[config.mk]
export PLATFORM = sky130hd
export DESIGN_NAME = udp_rx
export DESIGN_NICKNAME = d
export VERILOG_FILES = /design/src/rtl/udp_pkg.sv /design/src/rtl/udp_rx_packer.sv /design/src/rtl/udp_rx.sv
export SDC_FILE = /design/constraint.sdc
export NUM_CORES = 1
export LEC_CHECK = 0
export CORE_MARGIN = 2
export CORE_UTILIZATION = 45
export CTS_CLUSTER_DIAMETER = 60
export DETAILED_ROUTE_END_ITERATION = 16
export PLACE_DENSITY_LB_ADDON = 0.05
export SYNTH_ARGS = -nofsm -noshare
export SYNTH_HDL_FRONTEND = slang
export SYNTH_SLANG_ARGS = --single-unit
[constraint.sdc]
create_clock -name clk -period 3.5 [get_ports clk]
set_input_delay 0.875 -clock clk [delete_from_list [all_inputs] [get_ports clk]]
set_output_delay 0.875 -clock clk [all_outputs]
set_load 0.02 [all_outputs]
[src/rtl/udp_pkg.sv]
// Shared UDP/IPv4 framing constants and FSM state encoding for the RX and TX paths.
package udp_pkg;

  typedef enum logic [6:0] {
    st_idle     = 7'b000_0001,
    st_preamble = 7'b000_0010,
    st_eth_head = 7'b000_0100,
    st_ip_head  = 7'b000_1000,
    st_udp_head = 7'b001_0000,
    st_rx_data  = 7'b010_0000,
    st_rx_end   = 7'b100_0000
  } state_t;

  localparam logic [15:0] ETH_TYPE_IPV4 = 16'h0800;
  localparam logic [7:0]  IP_PROTO_UDP  = 8'd17;
  localparam logic [7:0]  PREAMBLE_BYTE = 8'h55;
  localparam logic [7:0]  SFD_BYTE      = 8'hD5;
  localparam logic [47:0] BROADCAST_MAC = 48'hFF_FF_FF_FF_FF_FF;

  localparam int unsigned ETH_HDR_LEN   = 14;
  localparam int unsigned UDP_HDR_LEN   = 8;
  // Bytes seen in st_preamble: six more 0x55 followed by the SFD.
  localparam int unsigned PREAMBLE_LEN  = 7;

  localparam logic [3:0]  IP_VERSION    = 4'd4;
  localparam logic [3:0]  IP_MIN_IHL    = 4'd5;

  // IPv4 header length in bytes from the IHL field (32-bit words).
  function automatic logic [5:0] ip_hdr_bytes(input logic [3:0] ihl);
    return {ihl, 2'b00};
  endfunction

endpackage

[src/rtl/udp_rx_packer.sv]
// Packs a byte stream into 32-bit big-endian words; a last byte flushes a
// partial word left-aligned with zero fill.
module udp_rx_packer (
  input  logic        clk,
  input  logic        rst_n,
  input  logic        i_clr,
  input  logic        i_byte_vld,
  input  logic [7:0]  i_byte,
  input  logic        i_last,
  output logic        o_word_vld,
  output logic [31:0] o_word
);

  logic [31:0] r_buf;
  logic [1:0]  r_idx;
  logic [31:0] w_fill;

  // Merge the incoming byte into the partial word at the current position.
  always_comb begin
    w_fill = r_buf;
    case (r_idx)
      2'd0: w_fill[31:24] = i_byte;
      2'd1: w_fill[23:16] = i_byte;
      2'd2: w_fill[15:8]  = i_byte;
      2'd3: w_fill[7:0]   = i_byte;
    endcase
  end

  // Accumulate bytes; emit a word on the fourth byte or on the last byte.
  always_ff @(posedge clk or negedge rst_n) begin
    if (!rst_n) begin
      r_buf      <= '0;
      r_idx      <= '0;
      o_word_vld <= 1'b0;
      o_word     <= '0;
    end else begin
      o_word_vld <= 1'b0;
      if (i_clr) begin
        r_buf <= '0;
        r_idx <= '0;
      end else if (i_byte_vld) begin
        if (r_idx == 2'd3 || i_last) begin
          o_word     <= w_fill;
          o_word_vld <= 1'b1;
          r_buf      <= '0;
          r_idx      <= '0;
        end else begin
          r_buf <= w_fill;
          r_idx <= r_idx + 2'd1;
        end
      end
    end
  end

endmodule

[src/rtl/udp_rx.sv]
// GMII receive-side UDP/IPv4 parser: validates preamble, Ethernet, IPv4 and
// UDP headers and streams the UDP payload as 32-bit big-endian words.
module udp_rx
  import udp_pkg::*;
#(
  parameter logic [47:0] BOARD_MAC = 48'h00_11_22_33_44_55,
  parameter logic [31:0] BOARD_IP  = {8'd192, 8'd168, 8'd1, 8'd123}
) (
  input  logic        clk,
  input  logic        rst_n,
  input  logic        gmii_rx_dv,
  input  logic [7:0]  gmii_rxd,
  output logic        rec_en,
  output logic [31:0] rec_data,
  output logic        rec_pkt_done,
  output logic [15:0] rec_byte_num
);

  state_t      r_state;
  // 6 bits so a maximum-length IPv4 header (IHL=15, 60 bytes) can be counted.
  logic [5:0]  r_cnt;
  logic [39:0] r_da;
  logic [7:0]  r_type_hi;
  logic [5:0]  r_ip_hlen;
  logic [23:0] r_dip;
  logic [15:0] r_udp_len;
  logic [15:0] r_data_byte_num;
  logic [15:0] r_data_cnt;

  logic        w_mac_miss;
  logic        w_ip_fail;
  logic        w_byte_vld;
  logic        w_last;
  logic        w_clr;

  // Header field checks and payload byte qualification for the current byte.
  always_comb begin
    w_mac_miss = (r_cnt == 6'd5) &&
                 ({r_da, gmii_rxd} != BOARD_MAC) &&
                 ({r_da, gmii_rxd} != BROADCAST_MAC);
    w_ip_fail  = ((r_cnt == 6'd0) &&
                  ((gmii_rxd[7:4] != IP_VERSION) || (gmii_rxd[3:0] < IP_MIN_IHL))) ||
                 ((r_cnt == 6'd9)  && (gmii_rxd != IP_PROTO_UDP)) ||
                 ((r_cnt == 6'd19) && ({r_dip, gmii_rxd} != BOARD_IP));
    w_byte_vld = (r_state == st_rx_data) && gmii_rx_dv;
    w_last     = w_byte_vld && (r_data_cnt == r_data_byte_num - 16'd1);
    w_clr      = (r_state != st_rx_data);
  end

  // Header-parsing FSM with registered completion outputs.
  always_ff @(posedge clk or negedge rst_n) begin
    if (!rst_n) begin
      r_state         <= st_idle;
      r_cnt           <= '0;
      r_da            <= '0;
      r_type_hi       <= '0;
      r_ip_hlen       <= '0;
      r_dip           <= '0;
      r_udp_len       <= '0;
      r_data_byte_num <= '0;
      r_data_cnt      <= '0;
      rec_pkt_done    <= 1'b0;
      rec_byte_num    <= '0;
    end else begin
      rec_pkt_done <= 1'b0;
      r_cnt        <= r_cnt + 6'd1;
      unique case (r_state)
        st_idle: begin
          r_cnt <= '0;
          if (gmii_rx_dv && gmii_rxd == PREAMBLE_BYTE) r_state <= st_preamble;
        end

        st_preamble: begin
          if (!gmii_rx_dv) begin
            r_cnt   <= '0;
            r_state <= st_idle;
          end else if (r_cnt == 6'(PREAMBLE_LEN - 1)) begin
            r_cnt   <= '0;
            r_state <= (gmii_rxd == SFD_BYTE) ? st_eth_head : st_rx_end;
          end else if (gmii_rxd != PREAMBLE_BYTE) begin
            r_cnt   <= '0;
            r_state <= st_rx_end;
          end
        end

        st_eth_head: begin
          if (!gmii_rx_dv) begin
            r_cnt   <= '0;
            r_state <= st_idle;
          end else begin
            if (r_cnt < 6'd5)  r_da      <= {r_da[31:0], gmii_rxd};
            if (r_cnt == 6'd12) r_type_hi <= gmii_rxd;
            if (w_mac_miss) begin
              r_cnt   <= '0;
              r_state <= st_rx_end;
            end else if (r_cnt == 6'(ETH_HDR_LEN - 1)) begin
              r_cnt   <= '0;
              r_state <= ({r_type_hi, gmii_rxd} == ETH_TYPE_IPV4) ? st_ip_head : st_rx_end;
            end
          end
        end

        st_ip_head: begin
          if (!gmii_rx_dv) begin
            r_cnt   <= '0;
            r_state <= st_idle;
          end else begin
            if (r_cnt == 6'd0) r_ip_hlen <= ip_hdr_bytes(gmii_rxd[3:0]);
            if (r_cnt >= 6'd16 && r_cnt <= 6'd18) r_dip <= {r_dip[15:0], gmii_rxd};
            if (w_ip_fail) begin
              r_cnt   <= '0;
              r_state <= st_rx_end;
            end else if (r_cnt >= 6'd19 && r_cnt == r_ip_hlen - 6'd1) begin
              r_cnt   <= '0;
              r_state <= st_udp_head;
            end
          end
        end

        st_udp_head: begin
          if (!gmii_rx_dv) begin
            r_cnt   <= '0;
            r_state <= st_idle;
          end else begin
            if (r_cnt == 6'd4) r_udp_len[15:8] <= gmii_rxd;
            if (r_cnt == 6'd5) r_udp_len[7:0]  <= gmii_rxd;
            if (r_cnt == 6'(UDP_HDR_LEN - 1)) begin
              r_cnt           <= '0;
              r_data_cnt      <= '0;
              r_data_byte_num <= r_udp_len - 16'(UDP_HDR_LEN);
              if (r_udp_len < 16'(UDP_HDR_LEN)) begin
                r_state <= st_rx_end;
              end else if (r_udp_len == 16'(UDP_HDR_LEN)) begin
                rec_pkt_done <= 1'b1;
                rec_byte_num <= '0;
                r_state      <= st_rx_end;
              end else begin
                r_state <= st_rx_data;
              end
            end
          end
        end

        st_rx_data: begin
          r_cnt <= '0;
          if (!gmii_rx_dv) begin
            r_state <= st_idle;
          end else begin
            r_data_cnt <= r_data_cnt + 16'd1;
            if (w_last) begin
              rec_pkt_done <= 1'b1;
              rec_byte_num <= r_data_byte_num;
              r_state      <= st_rx_end;
            end
          end
        end

        st_rx_end: begin
          r_cnt <= '0;
          if (!gmii_rx_dv) r_state <= st_idle;
        end

        default: begin
          r_cnt   <= '0;
          r_state <= st_idle;
        end
      endcase
    end
  end

  udp_rx_packer u_packer (
    .clk        (clk),
    .rst_n      (rst_n),
    .i_clr      (w_clr),
    .i_byte_vld (w_byte_vld),
    .i_byte     (gmii_rxd),
    .i_last     (w_last),
    .o_word_vld (rec_en),
    .o_word     (rec_data)
  );

endmodule

Word level (Yosys, flattened, before mapping)
Cells that the tools add are included.

Register bits after elaboration: 221. Bits of input ports: 11. Output and inout bits: 50. Word-level logic and storage cells: 165.

Add/sub/neg operators: 6. $lt $le $gt $ge: 6. Equality and inequality tests: 44. Multiplexer cells: 63. Bitwise logic cells: 1. Reduce and logical (&&, ||, !) cells: 29.

Operator list (number): $mux 16 (9); $mux 7 (19); $mux 32 (3); $mux 6 (11); $pmux 16 s2 (2); $pmux 7 s7 (1); $ne 48x37->1 const B (1); $ne 48x48->1 const B (1); $mux 8 (4); $ne 32x32->1 const B (1); $eq 6x3->1 const B (4); $pmux 6 s4 (1); $reduce_and 3->1 (8); $eq 6x4->1 const B (3); $add 16x1->16 const B (1); $eq 16x12->1 const B (1); $eq 16x16->1 (1); $eq 16x4->1 const B (1); $lt 16x4->1 const B (1); $sub 16x1->16 const B (1); $sub 16x4->16 const B (1); $ne 2x2->1 const B (7); $reduce_and 7->1 (2); $ge 6x5->1 const B (2); other kinds (37) (63).

Depth between registers and ports, before layout
Depth in word-level cells: 8. Gate-level depth with buffers: 12.

Modules after synthesis
From an unflattened synthesis, not the netlist that was laid out.

Cell total of the unflattened synthesis: 933. Area total of the unflattened synthesis: 10745.3 um^2.

Modules (own cells, without submodules): udp_rx (times used 1, cells each 736, area each 7817.5 um^2); udp_rx_packer (times used 1, cells each 197, area each 2927.8 um^2).

Worst setup path after synthesis
OpenSTA, ideal clock, no wires.

Path kind: input-to-reg. From: input gmii_rxd[2]. To: register r_state[3]. Setup time: 0.120 ns. Arrival time: 2.864 ns. Data required time: 3.380 ns. Path slack: 0.516 ns. Stages on the path: 8. Buffers on the path: 1. Path through: clkbuf_1 > and3_1 > nand4b_1 > or4b_1 > a41oi_1 > a211oi_1 > and3_1 > a31o_2.

Cells in the longest elaborated chain, start to end: 8.

RTL lines: start, declared (line udp_rx.sv:12) `input logic [7:0] gmii_rxd,`; $lt 4x3->1 (line udp_rx.sv:42) `((gmii_rxd[7:4] != IP_VERSION) || (gmii_rxd[3:0] < IP_MIN_IHL))) ||`; $logic_or 1x1->1 (line udp_rx.sv:42); $logic_and 1x1->1 (line udp_rx.sv:41) `w_ip_fail = ((r_cnt == 6'd0) &&`; $logic_or 1x1->1 (line udp_rx.sv:42); $logic_or 1x1->1 (line udp_rx.sv:43) `((r_cnt == 6'd9) && (gmii_rxd != IP_PROTO_UDP)) ||`; $mux 7 (line udp_rx.sv:110) `if (w_ip_fail) begin`; $mux 7 (line udp_rx.sv:104) `if (!gmii_rx_dv) begin`; $pmux 7 s7 (line udp_rx.sv:67) `unique case (r_state)`; end signal, assigned (line udp_rx.sv:70) `if (gmii_rx_dv && gmii_rxd == PREAMBLE_BYTE) r_state <= st_preamble;`; end signal, assigned (line udp_rx.sv:106) `r_state <= st_idle;`; end signal, assigned (line udp_rx.sv:112) `r_state <= st_rx_end;`; end, declared (line udp_rx.sv:19) `state_t r_state;`.

Several ways; a longest one is shown, not always the timed one. The select of a mux whose other input is x is not followed. A chain may end at the register's enable or synchronous reset.

Worst setup path after layout
From: register r_data_byte_num[6]. To: register u_packer.o_word[27].

Cells in the longest elaborated chain, start to end: 5.

RTL lines: start, declared (line udp_rx.sv:27) `logic [15:0] r_data_byte_num;`; start signal, assigned (line udp_rx.sv:130) `r_data_byte_num <= r_udp_len - 16'(UDP_HDR_LEN);`; $sub 16x1->16 (line udp_rx.sv:46) `w_last = w_byte_vld && (r_data_cnt == r_data_byte_num - 16'd1);`; $eq 16x16->1 (line udp_rx.sv:46); $logic_and 1x1->1 (line udp_rx.sv:46); $logic_or 1x1->1 (line udp_rx_packer.sv:42) `if (r_idx == 2'd3 || i_last) begin`; $reduce_and 3->1 (no source line); end signal, assigned (line udp_rx_packer.sv:43) `o_word <= w_fill;`; end, declared (line udp_rx_packer.sv:11) `output logic [31:0] o_word`.

No other way between the ends.

==> impl_metrics.py <==
metrics = {
    "run_status": {
        "outcome": "complete, no violations",
    },
    "floorplanning": {
        "die-height_um": 159,
        "core_area_um2": 23500,
        "pin_count": 61,
        "die_w_um": 159,
        "num_rows": 56,
        "die_area_um2": 25200,
        "initial_utilization_pct": 45.9,
    },
    "logic_synthesis": {
        "synth_area_leaders": "dfrtp_1 51%, mux2_2 13%, mux2_4 2.6%",
        "syn_inst": 919,
        "ys_async_sr_fraction_pct": 100,
        "synthFlopType": "dfrtp_1",
        "synth_edf_count": 0,
        "synthDistinctLibCells": 68,
        "synth_top_cell_by_area": "dfrtp_1",
        "synthDominantCellAreaShare_pct": 51.0,
        "syn-cell-area_um2": 10800,
        "yosys_warnings": 0,
        "synth.yosys.seq_area_share_pct": 51.2,
        "yosys_register_bits": 221,
        "avgSynthCellArea_um2": 11.7,
        "syn-num-nets": 943,
    },
    "drt": {
        "antenna_left": 0,
        "vias": 7481,
        "wire_per_inst_um": 19.7,
        "wirelength_um": 26500,
        "drcViolationCount": 0,
        "drtPass1Iterations": 5,
        "routed_via_density": 5.57,
        "drtIter0Drc": 444,
    },
    "worst_setup_path": {
        "cpMaxStageDelayCell": "o21ai_2",
        "worstPathRequired_ns": 3.91,
        "path_class": "flip-flop to flip-flop",
        "start_kind": "flip-flop",
        "cp-end-kind": "flip-flop",
        "path_max_fanout": 12,
        "cp_cell_sequence": "or4_4, o2111a_1, o21ai_0, o211ai_1, nand4b_1, nor4b_4, buf_12, o21ai_2, mux2_4",
        "r2r_setup_slack_ns": 0.26,
        "cp.arrival_ns": 3.65,
        "max_stage_delay_ns": 0.76,
    },
    "timing": {
        "fin_ws_ns": 0.259,
        "setup_viol": 0,
        "period_minus_slack_ns": 3.24,
        "fin_crit_sh_pct": 92.6,
        "rsz0062_at_grt": "no",
        "worst_hold_slack_ns": 0.402,
        "slew_viol_final": 0,
        "max_freq_ghz": 0.309,
        "maxSlewHeadroom_pct": 35.9,
        "finalClockSkew_ns": 0.0208,
        "tns_ns": 0,
        "tightest_slew_ns": 0.962,
        "hold_viol": 0,
    },
    "clock_network": {
        "root_buffer": "clkbuf_16",
        "cts_setup_buffers": 0,
        "hold_buffers": 0,
        "cts.sinks": 221,
        "htreeDepth": 1,
        "clk_pin_slew_worst_paths_ns": 0.06,
        "clockBufferDepth": 3,
        "cts_resized": 0,
        "insertion_delay_ns": 0.54,
        "cts_buffers": 26,
        "cts_tree": "yes",
    },
    "placement": {
        "port_buffers": 60,
        "post-dp-hpwl_um": 18600,
        "finalWeightedCongestion": 0.874,
        "dp_slack_ns": 0.0184,
        "placed_area_um2": 12000,
    },
    "power_and_ir_drop": {
        "leakagePower_nw": 6.06,
        "ir_drop_v": 0.000356,
        "powerDensity_nw_per_um2": 432,
    },
    "global_route": {
        "use_met1_pct": 28.4,
        "grt_use_met3_pct": 2.61,
        "grt_pass1_wl_um": 43500,
        "met2_usage_pct": 36.1,
        "grt_remaining_overflow": 0,
        "grt_pass1_vias": 7825,
        "busiest_layer": "met2",
        "grt_max_degree": 82,
        "antenna_found_initial": 1,
        "grt_usage_pct": 21.3,
    },
    "finish": {
        "utilization_pct": 55.0,
        "area_growth_pct": 19.9,
        "design_area_um2": 12900,
        "fin_nets": 1030,
        "final_layout_size_suffix_gt1_share_pct": 25.3,
        "num_antenna_cells": 0,
    },
    "hold_path": {
        "hp-class": "input port to async pin",
    },
    "run": {
        "drv_cap": 0,
    },
}
## flip-flops by register name, indices dropped and copies added, names as in the netlist
register	cells
r_cnt	6
r_da	40
r_data_byte_num	16
r_data_cnt	16
r_dip	24
r_ip_hlen	4
r_state	7
r_type_hi	8
r_udp_len	16
rec_byte_num	16
rec_pkt_done	1
u_packer.o_word	32
u_packer.o_word_vld	1
u_packer.r_buf	32
u_packer.r_idx	2
## per-stage QoR
stage,instances,total power [mW]
after global placement,1296,2.87
final,1343,5.60
after floorplan,919,2.74
after detailed placement,1296,2.87
after global routing,1343,5.80
after CTS,1342,5.66
## metal layers
| metal | wire (um) | vias up |
|---|---|---|
| li1 | - | 3506 |
| met1 | 11700 | 3772 |
| met2 | 13000 | 144 |
| met3 | 841 | 59 |
| met4 | 902 | 0 |
| met5 | 0 | - |
## logic make-up after synthesis
family | after synthesis | share of synthesized area, %
mux | 162 | 17.3
compound gates | 126 | 8.91
flops | 221 | 51.2
simple gates | 267 | 13.6
xor+xnor | 54 | 4.38
buf+inv | 76 | 3.00
fa+ha+maj | 13 | 1.51
## placed cells by master (no fill, tap or decap), drive strengths merged, types with 10 or more instances in the layout
cell type      instances
xnor2                 26
ha                    13
a22o                  26
nand3                 16
o31ai                 10
dfrtp                220
nor3                  21
nor2                  61
a21oi                 27
nand2                 59
nor4                  21
clkdlybuf4s50         59
inv                   29
buf                   46
mux2i                 19
clkbuf                42
and2                  13
nand4                 21
o21ai                 24
mux2                 143
xor2                  28
## layout make-up
type | instances | area (um2)
Inverter | 28 | 105
Timing Repair Buffer | 106 | 1050
Tap cell | 319 | 399
Clock buffer | 41 | 807
Clock inverter | 5 | 92.6
Fill cell | 2008 | 10600
Multi-Input combinational cell | 623 | 4960
Sequential cell | 221 | 5530
## critical path, delay by kind of cell, from the launching register on
kind	cells	cell delay, ns
buffers and inverters	1	0.17
AO/OA/AOI/OAI	4	1.32
multiplexers	1	0.36
AND/OR/NAND/NOR	3	0.82
flip-flops	1	0.47
## report_power, final
group,internal [mW],switching [mW],leakage [nW]
sequential,2.57,0.0188,3.05
clock,1.72,1.05,0.438
combinational,0.0813,0.152,2.57
## path summary, 6_finish.rpt
check                                      endpoint                from  cells past startpoint
worst min register to register    u_packer.r_buf[0]   u_packer.r_buf[0]                      1
max in group asynchronous              r_udp_len[0]               rst_n                      2
worst min-delay path               rec_byte_num[10]               rst_n                      1
min in group clk                  u_packer.r_buf[0]   u_packer.r_buf[0]                      1
worst max register to register  u_packer.o_word[27]  r_data_byte_num[6]                      9
worst max-delay path            u_packer.o_word[27]  r_data_byte_num[6]                      9
## cells in the mapped netlist, types with 3 or more instances
cell,number
mux2i_1,19
a31oi_1,6
nor2_1,60
o211ai_1,5
buf_1,6
nor4b_1,5
nand4_1,20
nor3b_1,3
inv_1,28
o41ai_4,3
nor3_2,4
dfrtp_1,220
buf_6,3
o2111a_1,3
or2_2,3
buf_2,10
xnor2_1,26
nor4_1,20
o21a_1,3
nand2b_1,5
or3_1,6
a22o_1,26
o21ai_0,22
ha_1,13
and4_1,4
nand3_1,16
mux2_2,124
o22a_1,8
and2_1,13
mux2_4,19
nor3_1,17
xor2_1,28
clkbuf_1,28
a21oi_1,25
nand4b_1,6
and3_1,7
nand2_1,59
o31ai_1,9
Power figures use the tool's default switching activity.
